File: config.mk
export PLATFORM = sky130hd
export DESIGN_NAME = program_sequencer
export DESIGN_NICKNAME = d
export VERILOG_FILES = /design/src/rtl/seq_pkg.sv /design/src/rtl/program_counter.sv /design/src/rtl/program_sequencer.sv
export SDC_FILE = /design/constraint.sdc
export NUM_CORES = 1
export LEC_CHECK = 0
export ABC_AREA = 1
export ABC_CLOCK_PERIOD_IN_PS = 2600
export CAP_MARGIN = 5
export CELL_PAD_IN_SITES_DETAIL_PLACEMENT = 1
export CELL_PAD_IN_SITES_GLOBAL_PLACEMENT = 2
export CORE_MARGIN = 8
export CORE_UTILIZATION = 26
export CTS_CLUSTER_DIAMETER = 120
export DETAILED_ROUTE_END_ITERATION = 16
export PLACE_DENSITY_LB_ADDON = 0.1
export SLEW_MARGIN = 10
export SYNTH_ARGS = -nofsm -noshare
export SYNTH_HDL_FRONTEND = slang
export SYNTH_SLANG_ARGS = --single-unit
File: constraint.sdc
create_clock -name clk -period 2.6 [get_ports clk]
set_input_delay 0.52 -clock clk [delete_from_list [all_inputs] [get_ports clk]]
set_output_delay 0.52 -clock clk [all_outputs]
set_load 0.02 [all_outputs]
File: src/rtl/seq_pkg.sv
// seq_pkg: definitions shared by the program sequencer and its sub-modules.
//   - seq_state_t   : sequencer FSM states. ST_STEP_WAIT exists only when
//                     SEQ_SINGLE_STEP_EN is defined.
//   - OP_HLT/OP_NOP : opcode constants.
//   - *_FIELD_LSB   : bit position of each instruction field, counted in units
//                     of the opcode width. The word is {opcode, operand}, and
//                     the operand is twice as wide as the opcode.
package seq_pkg;

  localparam logic [3:0] OP_HLT = 4'hF;
  localparam logic [3:0] OP_NOP = 4'h0;

  localparam int OPC_FIELD_LSB = 2;
  localparam int OPR_FIELD_LSB = 0;

  typedef enum logic [2:0] {
    ST_IDLE      = 3'd0,
    ST_FETCH     = 3'd1,
    ST_EXEC      = 3'd2,
    ST_HALTED    = 3'd3
`ifdef SEQ_SINGLE_STEP_EN
    ,
    ST_STEP_WAIT = 3'd4
`endif
  } seq_state_t;

endpackage

File: src/rtl/program_counter.sv
// program_counter: holds the instruction address. It can be cleared, or it
// can advance by one or by two. The count wraps modulo 2^ADDR_W.
// Ports:
//   clk, reset : clock and asynchronous active-high reset (clears to 0)
//   i_clear    : load 0 (takes priority over i_advance)
//   i_advance  : step to the next instruction
//   i_skip     : with i_advance, step by two instead of one
//   o_pc       : current program counter
module program_counter #(
  parameter int ADDR_W = 5
) (
  input  logic              clk,
  input  logic              reset,
  input  logic              i_clear,
  input  logic              i_advance,
  input  logic              i_skip,
  output logic [ADDR_W-1:0] o_pc
);

  logic [ADDR_W-1:0] r_pc;
  logic [ADDR_W-1:0] w_step;

  assign w_step = i_skip ? ADDR_W'(2) : ADDR_W'(1);

  // The add truncates to ADDR_W bits, so 31+1 gives 0 and 31+2 gives 1.
  always_ff @(posedge clk or posedge reset) begin
    if (reset) begin
      r_pc <= '0;
    end else if (i_clear) begin
      r_pc <= '0;
    end else if (i_advance) begin
      r_pc <= r_pc + w_step;
    end
  end

  assign o_pc = r_pc;

endmodule

File: src/rtl/program_sequencer.sv
// program_sequencer: fetch/issue controller between the program ROM and the
// execution unit.
// Optional feature: define SEQ_SINGLE_STEP_EN to add the `step` input and the
// STEP_WAIT state. In that mode each issued instruction waits for `step`
// before the next fetch.
// Ports:
//   clk, reset         : clock and asynchronous active-high reset
//   run, halt_req      : run request (from IDLE/HALTED) and stop request
//   step               : single-step advance (SEQ_SINGLE_STEP_EN only)
//   rom_en, rom_addr   : ROM read request and address (address = PC)
//   rom_data, rom_valid: instruction word {opcode, operand} and its valid flag
//   opcode, operand    : issued instruction, held until the next capture
//   start              : one-cycle issue strobe
//   skip               : datapath skip-next, sampled in the start cycle
//   busy, done         : activity flag and halt-entry pulse
module program_sequencer
  import seq_pkg::*;
#(
  parameter int ROM_ADDRESS_WIDTH = 5,
  parameter int INPUT_DATA_WIDTH  = 4
) (
  input  logic                          clk,
  input  logic                          reset,
  input  logic                          run,
  input  logic                          halt_req,
`ifdef SEQ_SINGLE_STEP_EN
  input  logic                          step,
`endif
  output logic                          rom_en,
  output logic [ROM_ADDRESS_WIDTH-1:0]  rom_addr,
  input  logic [3*INPUT_DATA_WIDTH-1:0] rom_data,
  input  logic                          rom_valid,
  output logic [INPUT_DATA_WIDTH-1:0]   opcode,
  output logic [2*INPUT_DATA_WIDTH-1:0] operand,
  output logic                          start,
  input  logic                          skip,
  output logic                          busy,
  output logic                          done
);

  seq_state_t                    r_state;
  logic                          r_rom_en;
  logic                          r_start;
  logic                          r_busy;
  logic                          r_done;
  logic [INPUT_DATA_WIDTH-1:0]   r_opcode;
  logic [2*INPUT_DATA_WIDTH-1:0] r_operand;

  logic                          w_pc_clear;
  logic                          w_pc_adv;
  logic [ROM_ADDRESS_WIDTH-1:0]  w_pc;
  logic [INPUT_DATA_WIDTH-1:0]   w_rom_opc;
  logic [2*INPUT_DATA_WIDTH-1:0] w_rom_opr;

  assign w_rom_opc = rom_data[OPC_FIELD_LSB*INPUT_DATA_WIDTH +: INPUT_DATA_WIDTH];
  assign w_rom_opr = rom_data[OPR_FIELD_LSB*INPUT_DATA_WIDTH +: 2*INPUT_DATA_WIDTH];

  // PC is cleared on a start from IDLE/HALTED. It advances only in EXEC, so
  // PC stays put after a halt in FETCH and after capturing HLT.
  assign w_pc_clear = ((r_state == ST_IDLE) || (r_state == ST_HALTED)) && run && !halt_req;
  assign w_pc_adv   = (r_state == ST_EXEC);

  program_counter #(
    .ADDR_W (ROM_ADDRESS_WIDTH)
  ) u_pc (
    .clk       (clk),
    .reset     (reset),
    .i_clear   (w_pc_clear),
    .i_advance (w_pc_adv),
    .i_skip    (skip),
    .o_pc      (w_pc)
  );

  // Outputs are registered. Each one is set on the transition into the state
  // that owns it, so it lines up with that state.
  always_ff @(posedge clk or posedge reset) begin
    if (reset) begin
      r_state   <= ST_IDLE;
      r_rom_en  <= 1'b0;
      r_start   <= 1'b0;
      r_busy    <= 1'b0;
      r_done    <= 1'b0;
      r_opcode  <= '0;
      r_operand <= '0;
    end else begin
      r_start <= 1'b0;
      r_done  <= 1'b0;
      case (r_state)
        ST_IDLE, ST_HALTED: begin
          if (run && !halt_req) begin
            r_state  <= ST_FETCH;
            r_rom_en <= 1'b1;
            r_busy   <= 1'b1;
          end
        end
        ST_FETCH: begin
          // A halt request abandons the outstanding read, even one that
          // completes in this same cycle.
          if (halt_req) begin
            r_state  <= ST_HALTED;
            r_rom_en <= 1'b0;
            r_busy   <= 1'b0;
            r_done   <= 1'b1;
          end else if (rom_valid) begin
            r_rom_en <= 1'b0;
            if (w_rom_opc == INPUT_DATA_WIDTH'(OP_HLT)) begin
              r_state <= ST_HALTED;
              r_busy  <= 1'b0;
              r_done  <= 1'b1;
            end else begin
              r_state   <= ST_EXEC;
              r_opcode  <= w_rom_opc;
              r_operand <= w_rom_opr;
              r_start   <= 1'b1;
            end
          end
        end
        ST_EXEC: begin
          if (halt_req) begin
            r_state <= ST_HALTED;
            r_busy  <= 1'b0;
            r_done  <= 1'b1;
          end else begin
`ifdef SEQ_SINGLE_STEP_EN
            r_state  <= ST_STEP_WAIT;
`else
            r_state  <= ST_FETCH;
            r_rom_en <= 1'b1;
`endif
          end
        end
`ifdef SEQ_SINGLE_STEP_EN
        ST_STEP_WAIT: begin
          if (halt_req) begin
            r_state <= ST_HALTED;
            r_busy  <= 1'b0;
            r_done  <= 1'b1;
          end else if (step) begin
            r_state  <= ST_FETCH;
            r_rom_en <= 1'b1;
          end
        end
`endif
        default: begin
          r_state  <= ST_IDLE;
          r_rom_en <= 1'b0;
          r_busy   <= 1'b0;
        end
      endcase
    end
  end

  assign rom_en   = r_rom_en;
  assign rom_addr = w_pc;
  assign opcode   = r_opcode;
  assign operand  = r_operand;
  assign start    = r_start;
  assign busy     = r_busy;
  assign done     = r_done;

endmodule
==> key figures <==
Setup path
  – Cell mode on critical path: inv_1
  – Largest stage delay, worst path: ~0.43 ns
  – Crit Path Max Fanout: 3
  – RR Startpoint: u_pc.o_pc[0]
  – Slowest CP cell: clkdlybuf4s50_1
  – Crit path capture type: flop
  – Crit Reg-Reg Endpoint: u_pc.o_pc[4]
  – R2R depth: 7
  – Setup crit start kind: input pin
  – WP data required: roughly 2.8 ns
  – Worst-path cell chain: clkdlybuf4s50_1 > inv_1 > ha_1 > inv_1 > fa_1 > inv_1 > nand3_1 > nor3b_1 > nor2_1
  – CP arrival: ~2.1 ns
  – R2r setup slk: roughly 1.1 ns
  – Critical path class: input pin to flop

Route
  – DR pass1 iterations: 4
  – Vias/cell: ~4.3
  – Routed len/inst: roughly 13 um
  – DR WL met2: ~1.5 mm
  – Highest routed layer: met4
  – Routed length on met3: 200 um
  – DRC viols: 0
  – Iter 0 DRT Violations: 36
  – Via count: roughly 1000
  – Final ANT Viol Nets: 0
  – DRT Wirelength: approximately 2.9 mm
  – DRT met1 WL: around 1.2 mm

Yosys
  – Top_reg_cell synth: dfrtp_1
  – Post-synth EDFFs: 0
  – Ys Warns: 0
  – FF+latch count, synth: 23
  – Post-Syn Area per Cell: between 8 and 9 um^2
  – Synthesized cell area: 1130 um^2
  – Ys async rst share: 100%
  – Mapped Nets: 163
  – Number of unique standard cell types used by synthesis: 17
  – Seq/Total Area, Yosys: 51.1%
  – Cells after Synth: 139

Global routing
  – Gr ovfl total: 0
  – Vias in the first global route: roughly 1100
  – Initial antenna violation count: 0
  – First-pass GRT wire length: slightly above 5 mm
  – Largest net degree at the start of global routing: 24
  – Gr usage total: roughly 9.8%

Finish
  – Share of layout cells above drive strength 1: just over 6%
  – Commonest non-fill, non-tap cell in the layout: nand2_1
  – Layout Nets: between 200 and 250
  – ANT cells: 0
  – Fill count: ~530
  – Most frequent cells in the layout: nand2_1, clkdlybuf4s50_1, dfrtp_1, inv_1, nor2_1
  – Register area: between 500 and 600 um^2
  – Layout area overhead: 42.6%
  – Footprint of the multi-input gates: about 470 um^2

STA
  – Final Setup Violations: 0
  – Setup TNS: 0 ns
  – Max-slew violation count: 0
  – Rel. slew slack: approximately four fifths
  – Fin. Hold Viols: 0
  – Min cycle time layout: 1.95 ns
  – Max Clk Rate: between 0.5 and 0.6 GHz
  – Setup Skew: about 0.0013 ns
  – Slew @ Worst Pin: between 0.3 and 0.4 ns
  – RSZ-0062 raised after global routing: false
  – Hold WS: 0.482 ns
  – Final worst path period share: between 70 and 80%

Status
  – Status: complete, no violations

CTS
  – Worst-path clk slew: around 0.08 ns
  – H-tree Lvls: 1
  – Post_cts resized: 0
  – Post-CTS Setup Inserts: 0
  – Clock Sinks: 23
  – Clock buffer depth: 2
  – CTS Buf Count: 3
  – Hold Buf Count CTS: 0
  – CTS tree: yes
  – Clock Latency Late Sink: 0.26 ns
  – CTS root buf: clkbuf_8

Placed design
  – Final GP Congestion: approximately 0.73
  – Post-DP HPWL: ~2.3 mm
  – Port Buffers: 38

Die
  – Num rows: 24
  – I/O pin total: 39
  – Die Width: just over 80 um
  – Full die area: about 6700 um^2
  – Starting Density: 26.4%
  – Core area: 4260 um^2
  – Die Height: ~82 um

Flow run
  – Max Cap Viol: 0

Min path
  – Worst hold path class: flop to flop
  – Hold Startpoint: operand[0]
  – Hold Path End: operand[0]
  – Hold Path Cell Cnt: 2

Power and ir drop
  – Leak: 0.000843 uW
  – Worst VDD drop: between 0.0003 and 0.0004 V
  – Pwr Density: between 1000 and 1500 nW/um^2
[synthesized netlist by cell type (2+ instances only)]
| cell | count | share of area, % |
|---|---|---|
| a21oi_1 | 4 | 1.8 |
| dfrtp_1 | 23 | 51 |
| ha_1 | 5 | 5.5 |
| inv_1 | 15 | 5.0 |
| inv_2 | 3 | 1.0 |
| nand2_1 | 60 | 20 |
| nand2_2 | 2 | 1.1 |
| nand3_1 | 5 | 2.2 |
| nor2_1 | 12 | 4.0 |
| o21ai_0 | 3 | 1.3 |
[worst max-delay path by stage]
stage / from / to / slack, ns / cells after the start
floorplan: skip / u_pc.o_pc[4] / 0.94 / 8
global placement: skip / u_pc.o_pc[4] / 0.44 / 9
detailed placement: skip / u_pc.o_pc[4] / 0.34 / 9
CTS: skip / u_pc.o_pc[4] / 0.63 / 9
global route: skip / u_pc.o_pc[4] / 0.49 / 9
finish: skip / u_pc.o_pc[4] / 0.65 / 9
[per-stage QoR]
stage	total power (uW)	cells	utilization, %	setup slack (ns)	area [um^2]
finish	1790	232	37.7	0.653	1610
global route	1970	232	37.7	0.489	1610
CTS	1830	232	37.7	0.630	1610
detailed placement	1590	228	36.6	0.339	1560
global placement	1570	228	36.6	0.441	1560
floorplan	1170	139	-	0.939	1130
[registers in the layout (all words and copies together), names as in the netlist]
| name | cells |
|---|---|
| rom_en | 1 |
| done | 1 |
| busy | 1 |
| start | 1 |
| operand | 8 |
| opcode | 4 |
| u_pc.o_pc | 5 |
| r_state | 2 |
[where the power goes]
group          total, uW  switching, uW  internal, uW
Combinational        953            527           425
Clock                225            119           107
Sequential           611           95.1           516
Total               1790            741          1050
[logic make-up (layout without fill, tap and decap cells)]
group                      after synthesis  after routing  synth area share, %
buffers and inverters                   20             61                 7.66
AOI/OAI and AO/OA                        9              9                 4.22
and+or+nand+nor                         81             81                 29.7
DFF                                     23             23                 51.1
adders and majority gates                6              6                 7.33
[cell type report]
class	count	area share, %
Sequential cell	23	35.8
Clock inverter	1	0.311
Tap cell	52	4.05
Timing Repair Buffer	39	24.1
Multi-Input combinational cell	96	28.9
Inverter	18	4.20
Clock buffer	3	2.57
[per-layer routing]
metal | vias to the layer above | GRT usage (%)
li1 | 499 | -
met1 | 481 | 11.1
met2 | 21 | 16.8
met3 | 2 | 3.61
met4 | 0 | 3.16
met5 | - | 0
[critical path, delay by kind of cell]
kind                     cells  cell delay [ns]
AND/OR/NAND/NOR              3             0.40
buffers and inverters        4             0.66
adder cells (fa/ha/maj)      2             0.52
No activity file was read; power rests on OpenSTA's default activity.
